`config.mk`:
```
export PLATFORM = sky130hd
export DESIGN_NAME = instr_fetch
export DESIGN_NICKNAME = d
export VERILOG_FILES = /design/src/rtl/fetch_pkg.sv /design/src/rtl/fetch_pc.sv /design/src/rtl/instr_fetch.sv
export SDC_FILE = /design/constraint.sdc
export NUM_CORES = 1
export LEC_CHECK = 0
export BUFFER_PORTS_ARGS = -buffer_cell sky130_fd_sc_hd__buf_2
export CORE_ASPECT_RATIO = 1.4
export CORE_UTILIZATION = 48
export CTS_BUF_LIST = sky130_fd_sc_hd__clkbuf_4
export CTS_CLUSTER_SIZE = 8
export DETAILED_ROUTE_END_ITERATION = 16
export GPL_TIMING_DRIVEN = 0
export PLACE_DENSITY = 0.87
export RECOVER_POWER = 100
export SLEW_MARGIN = 25
export SYNTH_ARGS = -nofsm -noshare
export SYNTH_HDL_FRONTEND = slang
export SYNTH_SLANG_ARGS = --single-unit
```
`constraint.sdc`:
```
create_clock -name clk -period 1.7 [get_ports clk]
set_clock_uncertainty 0.15 [all_clocks]
set_input_delay 0.085 -clock clk [delete_from_list [all_inputs] [get_ports clk]]
set_output_delay 0.085 -clock clk [all_outputs]
set_load 0.05 [all_outputs]
```
`src/rtl/fetch_pkg.sv`:
```
// Shared types and constants for the instruction fetch unit.
// The optional halt-opcode feature is selected with the FETCH_HALT_EN macro.
package fetch_pkg;

  localparam int N_DEF      = 8;
  localparam int ADDR_W_DEF = 5;

  localparam logic [N_DEF-1:0] HALT_OPCODE = {N_DEF{1'b1}};

  typedef enum logic [2:0] {
    S_INIT    = 3'd0,
    S_IDLE    = 3'd1,
    S_ISSUE   = 3'd2,
    S_CAPTURE = 3'd3,
    S_HOLD    = 3'd4,
    S_HALT    = 3'd5
  } fetch_state_t;

endpackage

```
`src/rtl/fetch_pc.sv`:
```
// Program counter: synchronous active-low clear, branch load, increment with wrap.
module fetch_pc
  import fetch_pkg::*;
#(
  parameter int ADDR_W = ADDR_W_DEF
) (
  input  logic              clk,
  input  logic              clear_n,
  input  logic              load,
  input  logic [ADDR_W-1:0] load_addr,
  input  logic              inc,
  output logic [ADDR_W-1:0] pc
);

  localparam logic [ADDR_W-1:0] PC_ONE = {{(ADDR_W-1){1'b0}}, 1'b1};

  logic [ADDR_W-1:0] pc_r;

  // PC update; a branch load takes priority over the increment
  always_ff @(posedge clk) begin
    if (!clear_n) begin
      pc_r <= {ADDR_W{1'b0}};
    end else if (load) begin
      pc_r <= load_addr;
    end else if (inc) begin
      pc_r <= pc_r + PC_ONE;
    end else begin
      pc_r <= pc_r;
    end
  end

  assign pc = pc_r;

endmodule

```
`src/rtl/instr_fetch.sv`:
```
// Instruction fetch: reads a synchronous ROM and hands instructions to the decoder
// over a valid/ready handshake. Define FETCH_HALT_EN to stop on the all-ones opcode.
module instr_fetch
  import fetch_pkg::*;
#(
  parameter int n      = N_DEF,
  parameter int ADDR_W = ADDR_W_DEF
) (
  input  logic              clk,
  input  logic              clear_n,
  input  logic              run,
  input  logic              branch_en,
  input  logic [ADDR_W-1:0] branch_addr,
  input  logic [n-1:0]      rom_q,
  output logic [ADDR_W-1:0] rom_addr,
  output logic              rom_we,
  output logic              rom_init,
  output logic [n-1:0]      ir,
  output logic              ir_valid,
  input  logic              ir_ready,
  output logic [ADDR_W-1:0] pc,
  output logic              halt
);

  fetch_state_t      state_r;
  fetch_state_t      state_next_s;
  logic [n-1:0]      ir_r;
  logic              ir_valid_r;
  logic [ADDR_W-1:0] pc_s;
  logic              handshake_s;
  logic              pc_load_s;
  logic              pc_inc_s;

  assign handshake_s = (state_r == S_HOLD) && ir_valid_r && ir_ready;
  assign pc_load_s   = branch_en && ((state_r == S_IDLE) || handshake_s);
  assign pc_inc_s    = (state_r == S_CAPTURE);

`ifdef FETCH_HALT_EN
  localparam logic [n-1:0] HALT_CODE = {n{1'b1}};
  logic is_halt_s;
  assign is_halt_s = (ir_r == HALT_CODE);
`endif

  fetch_pc #(
    .ADDR_W (ADDR_W)
  ) u_fetch_pc (
    .clk       (clk),
    .clear_n   (clear_n),
    .load      (pc_load_s),
    .load_addr (branch_addr),
    .inc       (pc_inc_s),
    .pc        (pc_s)
  );

  // State register
  always_ff @(posedge clk) begin
    if (!clear_n) begin
      state_r <= S_INIT;
    end else begin
      state_r <= state_next_s;
    end
  end

  // Next-state logic; once started, a fetch always runs through to HOLD
  always_comb begin
    state_next_s = state_r;
    case (state_r)
      S_INIT: begin
        state_next_s = S_IDLE;
      end
      S_IDLE: begin
        if (run) begin
          state_next_s = S_ISSUE;
        end else begin
          state_next_s = S_IDLE;
        end
      end
      S_ISSUE: begin
        state_next_s = S_CAPTURE;
      end
      S_CAPTURE: begin
        state_next_s = S_HOLD;
      end
      S_HOLD: begin
        if (handshake_s) begin
`ifdef FETCH_HALT_EN
          if (is_halt_s) begin
            state_next_s = S_HALT;
          end else if (run) begin
            state_next_s = S_ISSUE;
          end else begin
            state_next_s = S_IDLE;
          end
`else
          if (run) begin
            state_next_s = S_ISSUE;
          end else begin
            state_next_s = S_IDLE;
          end
`endif
        end else begin
          state_next_s = S_HOLD;
        end
      end
      S_HALT: begin
        state_next_s = S_HALT;
      end
      default: begin
        state_next_s = S_INIT;
      end
    endcase
  end

  // Instruction register: loaded from ROM in CAPTURE, held until the handshake
  always_ff @(posedge clk) begin
    if (!clear_n) begin
      ir_r       <= {n{1'b0}};
      ir_valid_r <= 1'b0;
    end else if (state_r == S_CAPTURE) begin
      ir_r       <= rom_q;
      ir_valid_r <= 1'b1;
    end else if (handshake_s) begin
      ir_r       <= ir_r;
      ir_valid_r <= 1'b0;
    end else begin
      ir_r       <= ir_r;
      ir_valid_r <= ir_valid_r;
    end
  end

  assign rom_addr = pc_s;
  assign pc       = pc_s;
  assign rom_we   = 1'b0;
  assign rom_init = (state_r == S_INIT);
  assign ir       = ir_r;
  assign ir_valid = ir_valid_r;

`ifdef FETCH_HALT_EN
  assign halt = (state_r == S_HALT);
`else
  assign halt = 1'b0;
`endif

endmodule

```
Yosys cells after proc, flatten, opt, wreduce, memory -nomap -nowiden
Index checks and enable logic that the tools add are counted.

Input bits: 18. RAM bits: 0. Bits in read-only memories: 0. Memories: 0. Output and inout bits: 22. Bits in registers: 17. Bits in latches: 0.

Magnitude comparators: 0. $add $sub $neg: 1. Divide/modulo/power cells: 0. $mul: 0. Bitwise logic cells: 0. Multiplexer cells: 7. Reduce and logical (&&, ||, !) cells: 7. Equality and inequality tests: 5. Shift operators: 0.

Operators with widths (count): case mux 3 bit (6 select lines) (1); 2-to-1 mux 5 bit (2); == test 3 x 2 -> 1 bit, second input constant (2); == test 3 bit, second input constant (2); adder 5 x 1 -> 5 bit, second input constant (1); nonzero test 2 bit (2); == test 3 x 1 -> 1 bit, second input constant (1); logical AND 1 bit (3); zero test 3 bit (1); 2-to-1 mux 3 bit (1); 2-to-1 mux 1 bit (2); 2-to-1 mux 2 bit (1); logical OR 1 bit (1).

Logic depth before layout (Yosys ltp)
Gate-level depths: netlist (run 1).

Depth in word-level cells: 6. Mapped depth: 6. Depth with buffers taken out: 5.

Cells and area by module
Synthesis (run 1) repeated with hierarchy kept, for this count alone.

Cell total of the unflattened synthesis: 97. Area total of the unflattened synthesis: 832.0 µm².

Modules (own cells, without submodules): instr_fetch (cells an instance 70, instances 1, area each 594.3 µm²); fetch_pc (cells an instance 27, instances 1, area each 237.7 µm²).

Worst setup path before layout (run 1)
OpenSTA, ideal clock, no wires.

Kind: reg2reg. From: reg u_fetch_pc.pc_r[0], in the netlist u_fetch_pc.pc[0]. To: reg u_fetch_pc.pc_r[4], in the netlist u_fetch_pc.pc[4]. Clock period less this slack: 1.818 ns. Data arrival time: 1.554 ns. Path slack: -0.118 ns. Stages on the path, launching flop included: 6. Required time: 1.435 ns. Cell sequence: dfxtp_1 ha_1 nand3_1 xnor2_1 a32o_1 o21a_1.

Cells in the longest elaborated chain, start to end: 3.

RTL lines: start, declared (RTL line fetch_pc.sv:17) `logic [ADDR_W-1:0] pc_r;`; start signal, assigned (RTL line fetch_pc.sv:22) `pc_r <= {ADDR_W{1'b0}};`; start signal, assigned (RTL line fetch_pc.sv:24) `pc_r <= load_addr;`; start signal, assigned (RTL line fetch_pc.sv:26) `pc_r <= pc_r + PC_ONE;`; adder 5 x 1 -> 5 bit (RTL line fetch_pc.sv:26); 2-to-1 mux 5 bit (RTL line fetch_pc.sv:25) `end else if (inc) begin`; 2-to-1 mux 5 bit (RTL line fetch_pc.sv:23) `end else if (load) begin`.

Every way passes these cells. The select of a mux whose other input is x is not followed. A chain may end at the register's enable or synchronous reset.

Worst setup path in the final report (run 1)
From: reg state_r[2]. To: reg u_fetch_pc.pc_r[1], in the netlist u_fetch_pc.pc[1].

Cells in the longest elaborated chain, start to end: 6.

RTL lines: start, declared (RTL line instr_fetch.sv:25) `fetch_state_t state_r;`; start signal, assigned (RTL line instr_fetch.sv:60) `state_r <= state_next_s;`; == test 3 bit (RTL line instr_fetch.sv:34) `assign handshake_s = (state_r == S_HOLD) && ir_valid_r && ir_ready;`; logical AND 1 bit (2 in a row) (RTL line instr_fetch.sv:34); logical OR 1 bit (RTL line instr_fetch.sv:35) `assign pc_load_s = branch_en && ((state_r == S_IDLE) || handshake_s);`; logical AND 1 bit (RTL line instr_fetch.sv:35); 2-to-1 mux 5 bit or nonzero test 2 bit (tied branches).

Several ways; a longest one is shown, not always the timed one.

==> flow_summary_export.csv, run 1 <==
group,metric,value,unit
synth,yosysWarnings,0,
die,initial_core_util,0.514,
synth,synth_seq_cells,17,
global_route,grt_pass1_wl,3.51,mm
sta,hold_viol_final,0,
cts,clock_path_buffers,2,
pwr,p_per_area,745,nW/um^2
hold_path,hp-class,"in -> reg",
sta,finalSetupViolCount,0,
synth,synth_common_cells,"nand2_1 (24), dfxtp_1 (17), a21boi_0 (9), buf_4 (8)",
pwr,ir_drop,646,uV
cts,ctsRootBufferMaster,"clkbuf_4",
sta,layout_min_cycle_time,1.59,ns
setup_path,crit_chain,"buf_2, nand4b_4, a211o_2, o211a_1",
pwr,total_power,0.951,mW
finish,fin_cells,185,
global_route,antenna_found_initial,0,
route,via_per_inst,5.01,
global_route,grt_max_degree,11,
synth,ys.flop_type,"dfxtp_1",
route,drt_wl_total,2.20,mm
synth,synthCells,109,
synth,synth_top_area_cell,"dfxtp_1",
synth,async_flop_share,0,
cts,post-cts-setup-buffers,0,
sta,setup_tns,0,ns
route,wl_per_cell,11.9,um
synth,synth_edf_count,0,
global_route,grt_pass1_vias,872,
placement,dpl_cell_area,1120,um^2
finish,finalInstanceArea,1280,um^2
synth,synthesis.area,903,um^2
sta,maxSlewViolCount,0,
sta,max_clock_freq,628,MHz
cts,clk_pin_slew,0.10,ns
route,drt_pass1_iterations,4,
finish,area_delta_synth_final,41.3,%
setup_path,worstSetupPathType,"reg -> reg",
cts,cts_tree,"yes",
route,drcViolationCount,0,
pwr,p_leak,0.573,nW
setup_path,required,1.75,ns
die,dieArea,2060,um^2
cts,clkSinkCount,17,
cts,cts_buffers,3,
sta,rsz0062_at_grt,"false",
setup_path,cp_max_fo,10,
setup_path,crit_path_end_kind,"register",
die,rows,18,
finish,n_fill_cell,151,
global_route,grt_overflow,0,
route,vias,927,
route,drtIter0Drc,13,
placement,dp_cells,166,
setup_path,start_kind,"register",
finish,drive_gt1_frac,0.224,
synth,synth_most_common_cell,"nand2_1",
setup_path,critPathArrivalTime,1.64,ns
job,maxCapViolCount,0,
placement,gp_congestion,0.832,
finish,diodes,0,
setup_path,critical_path.max_stage_delay,0.42,ns
sta,post-route-period-util,0.937,
sta,relSlewSlack,0.590,
route,ant_nets,0,
die,coreArea,1760,um^2
die,fp.dieW,38.7,um
finish,utilization,0.726,
sta,max_slew.worst_pin.slew,0.618,ns
synth,syn-mean-instance-area,8.29,um^2
die,die_h,53.3,um
placement,hpwl,1.43,mm
die,io_pins,40,
synth,ys_seq_area_frac,0.377,
outcome,run_status,"completed",
global_route,track_usage,0.241,
synth,synthTopCellsByArea,"dfxtp_1 (38%), nand2_1 (10%), a21boi_0 (7.5%)",
synth,synth_top_area_frac,0.377,
setup_path,crit_path_top_delay_cell,"a211o_2",
synth,synth_cell_types,31,
cts,cts_max_level,1,
placement,portBuffers,36,
finish,finalNetCount,185,
cts,clkLatencyLatePin,0.30,ns
layer usage:
metal	share of wire	up-vias	track usage
li1	-	473	-
met1	0.37	418	0.252
met2	0.57	31	0.450
met3	0.043	5	0.0378
met4	0.016	0	0.103
met5	0	-	0
timing repair:
action                                  in CTS  in global routing
hold buffers                                15                  0
endpoints found under the hold margin       14                  0
gates resized for setup                      0                  1
endpoints found under the setup margin       0                  1
critical path, delay by kind of cell, from the launching register on:
| kind | cells | cell delay, ns |
|---|---|---|
| AO/OA/AOI/OAI | 2 | 0.65 |
| flip-flops | 1 | 0.35 |
| buffers and inverters | 1 | 0.23 |
| AND/OR/NAND/NOR | 1 | 0.13 |
sequential cells by signal, summed over array words and instances, names as in the netlist:
register       flops
u_fetch_pc.pc      5
ir                 8
ir_valid           1
state_r            3
per-stage QoR:
step | hold slack [ns] | worst slack [ns]
after floorplan | 0.0674 | 0.0698
after global placement | 0.178 | 0.148
after detailed placement | 0.193 | 0.122
after CTS | 0.0797 | 0.104
after global routing | 0.0816 | 0.0000513
final | 0.0806 | 0.106
where the power goes:
group	leakage (nW)	internal, mW	total, mW	switching [mW]
combinational	0.416	0.107	0.289	0.182
clock	0.0177	0.0877	0.223	0.135
sequential	0.140	0.419	0.439	0.0197
path summary, 6_finish.rpt:
path              startpoint                to  slack, ns  cells past startpoint
setup / recovery  state_r[2]  u_fetch_pc.pc[1]       0.11                      4
hold / removal           run        state_r[1]       0.08                      3
setup reg to reg  state_r[2]  u_fetch_pc.pc[1]       0.11                      4
hold reg to reg        ir[0]             ir[0]       0.32                      2
logic make-up after synthesis:
| kind of cell | share of synthesized area |
|---|---|
| and+or+nand+nor | 0.248 |
| AOI/OAI and AO/OA | 0.212 |
| buffers and inverters | 0.107 |
| DFF | 0.377 |
| xor gates and xnor gates | 0.0388 |
| adders and majority gates | 0.0138 |
| other | 0.00415 |
final cells by class:
cell class / count / area (um^2) / share of cell area
plain buffers: 14 / 85.1 / 0.0667
inverters: 3 / 11.3 / 0.00882
clock buffers: 3 / 22.5 / 0.0176
well taps: 20 / 25.0 / 0.0196
repair buffers: 51 / 307 / 0.240
clock inverters: 1 / 5.00 / 0.00392
multi-input cells: 76 / 477 / 0.374
flip-flops and latches: 17 / 344 / 0.270
cells in the final DEF, fill, tap and decap left out, drive strengths merged, types with 2 or more instances in the layout:
cell type,synthesis,routed
nor2,3,3
dfxtp,17,17
conb,1,2
a21boi,9,9
xnor2,3,3
nand3b,4,4
clkbuf,4,28
o21ai,2,2
nand3,4,4
inv,3,3
buf,10,25
o21a,4,4
nand2,24,24
a21oi,3,3
dlygate4sd3,0,15
nand2b,2,2
a32o,2,2
No activity file was read; power rests on OpenSTA's default activity.
==> inputs of run 2 (changes only) <==
--- a/config.mk
+++ b/config.mk
@@ -5,14 +5,12 @@
 export SDC_FILE = /design/constraint.sdc
 export NUM_CORES = 1
 export LEC_CHECK = 0
-export BUFFER_PORTS_ARGS = -buffer_cell sky130_fd_sc_hd__buf_2
-export CORE_ASPECT_RATIO = 1.4
-export CORE_UTILIZATION = 48
-export CTS_BUF_LIST = sky130_fd_sc_hd__clkbuf_4
+export CORE_UTILIZATION = 59
 export CTS_CLUSTER_SIZE = 8
 export DETAILED_ROUTE_END_ITERATION = 16
+export DONT_BUFFER_PORTS = 1
 export GPL_TIMING_DRIVEN = 0
-export PLACE_DENSITY = 0.87
+export PLACE_DENSITY = 0.81
 export RECOVER_POWER = 100
 export SLEW_MARGIN = 25
 export SYNTH_ARGS = -nofsm -noshare
==> run 2 against run 1 <==
Net effect: non-clock buffer count fell by 34; combinational power fell by 29%; largest power group unchanged; via count fell by 13%; critical path type unchanged.
==> flow_summary_export.csv, run 2 (synthesis gave the netlist of run 1 again) <==
group,metric,value,unit
global_route,gr-usage-met1,0.314,
finish,final_cell_mix,"nand2_1 (24), dlygate4sd3_1 (17), dfxtp_1 (12), a21boi_0 (9), clkbuf_1 (5)",
placement,hpwl,1.17,mm
sta,relSlewSlack,0.610,
finish,regArea,352,um^2
cts,cts_buffers,3,
sta,max_slew.worst_pin.slew,0.587,ns
setup_path,worstSetupPathType,"reg -> reg",
setup_path,crit_path_top_delay_cell,"dfxtp_2",
finish,finalNetCount,151,
sta,rsz0062_at_grt,"false",
setup_path,critical_path.max_stage_delay,0.57,ns
placement,post-place-ws,0.00473,ns
pwr,switching_share,0.352,
die,io_pins,40,
route,ant_nets,0,
job,maxCapViolCount,0,
finish,n_fill_cell,84,
pwr,p_leak,0.486,nW
sta,setup_tns,0,ns
setup_path,start_kind,"register",
die,dieArea,1690,um^2
pwr,switchingPower,0.321,mW
finish,drive_gt1_frac,0.153,
pwr,p_seq_frac,0.540,
hold_path,hp-class,"in -> reg",
global_route,use_met2,0.477,
finish,finalInstanceArea,1130,um^2
setup_path,crit_family,"compound AO/OA/AOI/OAI gates",
route,vias,803,
setup_path,cp-startpoint,"ir_valid",
placement,dp_cells,125,
route,wl_per_cell,13.5,um
setup_path,cp_num_buf_inv,0,
global_route,track_usage,0.265,
sta,layout_min_cycle_time,1.63,ns
cts,clkSinkCount,17,
sta,hold_viol_final,0,
global_route,met3_usage,0.0380,
global_route,antenna_found_initial,0,
route,drt_pass1_iterations,4,
route,via_per_inst,5.50,
global_route,grt_busiest_layer,"met2",
setup_path,crit_chain,"nand4b_4, a211o_1, o21ai_0, a21oi_1",
global_route,grt_max_degree,11,
pwr,total_power,0.912,mW
setup_path,r2r_start,"ir_valid",
outcome,run_status,"completed",
die,die_h,41.1,um
cts,clock_path_buffers,2,
cts,cts_tree,"yes",
pwr,clkPwrFrac,0.235,
placement,dpl_cell_area,935,um^2
finish,multi_input_area,482,um^2
pwr,p_per_area,805,nW/um^2
die,coreArea,1370,um^2
placement,portBuffers,0,
route,drcViolationCount,0,
finish,diodes,0,
global_route,grt_pass1_vias,726,
setup_path,crit_path_end_kind,"register",
global_route,grt_overflow,0,
placement,gp_congestion,0.759,
finish,largest_reg_flops,8,
hold_path,min-delay-start,"branch_en",
route,drtIter0Drc,13,
route,drt_wl_total,1.96,mm
sta,setup_slack,0.0697,ns
sta,max_clock_freq,613,MHz
sta,post-route-period-util,0.959,
cts,cts_max_level,1,
setup_path,cp_max_fo,8,
pwr,ir_drop,546,uV
pwr,p_int,0.591,mW
finish,area_delta_synth_final,25.3,%
setup_path,critPathArrivalTime,1.65,ns
sta,finalSetupViolCount,0,
sta,maxSlewViolCount,0,
finish,fin_cells,146,
cts,clkLatencyLatePin,0.28,ns
finish,final_common_cell,"nand2_1",
cts,ctsRootBufferMaster,"clkbuf_4",
pwr,p_comb_frac,0.225,
die,initial_core_util,0.661,
die,rows,13,
cts,clk_pin_slew,0.10,ns
die,fp.dieW,41.1,um
setup_path,required,1.72,ns
global_route,grt_pass1_wl,2.88,mm
run 2: cell types whose count changed in the layout (fill, tap and decap cells not counted), moves of 2 or more:
cell           previous run  this run
dlygate4sd3_1            15        17
buf_4                     8         3
buf_2                    17         3
clkbuf_1                 23         5
dfxtp_4                   0         2
dfxtp_1                  14        12
run 2: path summary, 6_finish.rpt:
check                     end  slack (ns)  cells after the start
max reg2reg  u_fetch_pc.pc[2]        0.07                      4
min reg2reg          ir_valid        0.50                      2
max          u_fetch_pc.pc[2]        0.07                      4
min          u_fetch_pc.pc[2]        0.03                      3
run 2: metrics by stage:
stage | util | hold slack, ns
after global routing | 0.829 | 0.0519
after floorplan | - | 0.0674
after CTS | 0.834 | 0.0414
after detailed placement | 0.684 | 0.0773
final | 0.829 | 0.0295
after global placement | 0.684 | 0.0743
run 2: timing repair:
item,CTS,global route
resized for setup,2,3
buffers inserted,0,0
hold buffers,17,0
endpoints found under the setup margin,2,1
hold endpoints to repair,17,0
run 2: worst register-to-register path, stage by stage, from the launching register on:
cell and delay [ns]:
dfxtp_2 0.57, nand4b_4 0.14, a211o_1 0.41, o21ai_0 0.19, a21oi_1 0.05
run 2: power by group through the flow:
stage | registers [mW] | clock network [mW] | logic [mW]
6_report | 0.492 | 0.214 | 0.205
4_1_cts | 0.492 | 0.218 | 0.207
3_3_place_gp | 0.499 | 0 | 0.168
2_1_floorplan | 0.496 | 0 | 0.155
5_1_grt | 0.497 | 0.227 | 0.222
3_5_place_dp | 0.501 | 0 | 0.170
run 2: cell type report:
type                       instances  share of cell area
inverter                           3             0.00994
timing repair buffer              17               0.150
buffer                            14              0.0630
tap                               15              0.0166
sequential                        17               0.310
clock buffer                       3              0.0199
multi-input combinational         76               0.425
clock inverter                     1             0.00442
run 2: per-layer routing:
layer  routed length, um  up-vias  share of wire
met5                   0        -              0
met4                  11        0         0.0056
met3                 114        2          0.058
met2                 995       31           0.51
met1                 842      361           0.43
li1                    -      409              -
==> inputs of run 3 (changes only) <==
--- a/config.mk
+++ b/config.mk
@@ -11,7 +11,6 @@
 export DONT_BUFFER_PORTS = 1
 export GPL_TIMING_DRIVEN = 0
 export PLACE_DENSITY = 0.81
-export RECOVER_POWER = 100
 export SLEW_MARGIN = 25
 export SYNTH_ARGS = -nofsm -noshare
 export SYNTH_HDL_FRONTEND = slang
==> run 3 against run 2 <==
Net effect: critical endpoint unchanged; final cell count unchanged; clock-buffer cell count unchanged; sequential share of layout area decreased by 0.37 points; largest power group unchanged.
==> flow_summary_export.csv, run 3 (synthesis gave the netlist of run 1 again) <==
group,metric,value,unit
setup_path,cp-startpoint,"ir_valid",
route,wl_per_cell,13.5,um
finish,diodes,0,
hold_path,hp-class,"in -> reg",
cts,ctsRootBufferMaster,"clkbuf_4",
placement,portBuffers,0,
cts,post-cts-setup-buffers,0,
finish,drive_gt1_frac,0.160,
finish,largest_reg_flops,8,
sta,max_slew.worst_pin.slew,0.571,ns
outcome,run_status,"completed",
sta,rsz0062_at_grt,"false",
route,drt_pass1_iterations,4,
die,die_h,41.1,um
cts,clkLatencyLatePin,0.28,ns
route,drt_wl_total,1.97,mm
global_route,antenna_found_initial,0,
pwr,p_per_area,801,nW/um^2
setup_path,crit_chain,"nand4b_4, a211o_1, o21ai_0, a21oi_1",
sta,maxSlewViolCount,0,
sta,layout_min_cycle_time,1.63,ns
route,drcViolationCount,0,
die,rows,13,
sta,relSlewSlack,0.619,
sta,finalSetupViolCount,0,
sta,max_clock_freq,614,MHz
setup_path,critical_path.max_stage_delay,0.57,ns
pwr,p_leak,0.493,nW
route,vias,807,
setup_path,worst-r2r-cell-count,4,
sta,post-route-period-util,0.958,
cts,cts_buffers,3,
finish,area_delta_synth_final,26.9,%
cts,cts_tree,"yes",
route,via_per_inst,5.53,
pwr,ir_drop,548,uV
global_route,track_usage,0.265,
setup_path,crit_path_top_delay_cell,"dfxtp_2",
route,ant_nets,0,
placement,hpwl,1.17,mm
sta,hold_viol_final,0,
route,drtIter0Drc,13,
finish,final_common_cell,"nand2_1",
die,initial_core_util,0.661,
die,io_pins,40,
setup_path,worstSetupPathType,"reg -> reg",
pwr,total_power,0.918,mW
die,dieArea,1690,um^2
global_route,grt_overflow,0,
die,coreArea,1370,um^2
finish,finalNetCount,151,
cts,clkSinkCount,17,
setup_path,rr_endpoint,"u_fetch_pc.pc[2]",
cts,clk_pin_slew,0.10,ns
setup_path,critPathArrivalTime,1.65,ns
placement,gp_congestion,0.759,
die,fp.dieW,41.1,um
cts,clock_path_buffers,2,
cts,cts_max_level,1,
global_route,grt_pass1_vias,726,
global_route,grt_pass1_wl,2.88,mm
sta,setup_tns,0,ns
sta,setup_slack,0.0718,ns
placement,post-place-ws,0.00473,ns
global_route,grt_max_degree,11,
setup_path,r2r_slack,0.07,ns
setup_path,r2r_start,"ir_valid",
setup_path,critPathCapture,"u_fetch_pc.pc[2]",
setup_path,required,1.72,ns
setup_path,start_kind,"register",
setup_path,cp_max_fo,8,
finish,final_cell_mix,"nand2_1 (24), dlygate4sd3_1 (17), dfxtp_1 (12), a21boi_0 (9), buf_4 (8)",
job,maxCapViolCount,0,
setup_path,crit_path_end_kind,"register",
## run 3: stage by stage
stage               area [um^2]   util  hold WS [ns]  cells
global placement            935  0.684        0.0743    125
global route               1150  0.839        0.0519    146
CTS                        1140  0.834        0.0414    146
floorplan                   916      -        0.0674    110
detailed placement          935  0.684        0.0773    125
finish                     1150  0.839        0.0302    146
## run 3: how the worst min path moves through the flow
stage                    from                to  slack [ns]  depth (start not counted)
6_report            branch_en  u_fetch_pc.pc[2]        0.03                          3
5_1_grt             branch_en  u_fetch_pc.pc[2]        0.05                          3
4_1_cts             branch_en  u_fetch_pc.pc[2]        0.04                          3
3_5_place_dp   branch_addr[0]  u_fetch_pc.pc[0]        0.08                          2
3_3_place_gp   branch_addr[0]  u_fetch_pc.pc[0]        0.07                          2
2_1_floorplan  branch_addr[0]  u_fetch_pc.pc[0]        0.07                          2
## run 3: report_power, final
group	internal (mW)	switching (mW)	total (mW)
Sequential	0.419	0.0732	0.492
Combinational	0.0903	0.121	0.212
Clock	0.0873	0.127	0.214
## run 3: routing by layer
metal	part of all wire	routed length [um]	GRT usage	vias up
li1	-	-	-	408
met1	0.41	818	0.314	361
met2	0.51	1000	0.477	36
met3	0.072	142	0.0380	2
met4	0.0056	11	0.0968	0
met5	0	0	0	-
## run 3: area by class of cell
class	instances	area, um^2
Sequential cell	17	352
Timing Repair Buffer	17	170
Inverter	3	11.3
Clock buffer	3	22.5
Tap cell	15	18.8
Multi-Input combinational cell	76	482
Clock inverter	1	5.00
Fill cell	78	220
Buffer	14	85.1
## run 3: critical path, delay by kind of cell (launching register included)
kind / cells / cell delay (ns)
AOI/OAI and AO/OA: 3 / 0.65
DFF: 1 / 0.57
and+or+nand+nor: 1 / 0.14
## run 3: repair_timing
| action | 4_1_cts | 5_1_grt |
|---|---|---|
| gates resized for setup | 2 | 3 |
| endpoints found under the setup margin | 2 | 1 |
| hold buffers | 17 | 0 |
| hold endpoints to repair | 17 | 0 |
| gates cloned | 0 | 0 |
| pin swaps | 0 | 0 |
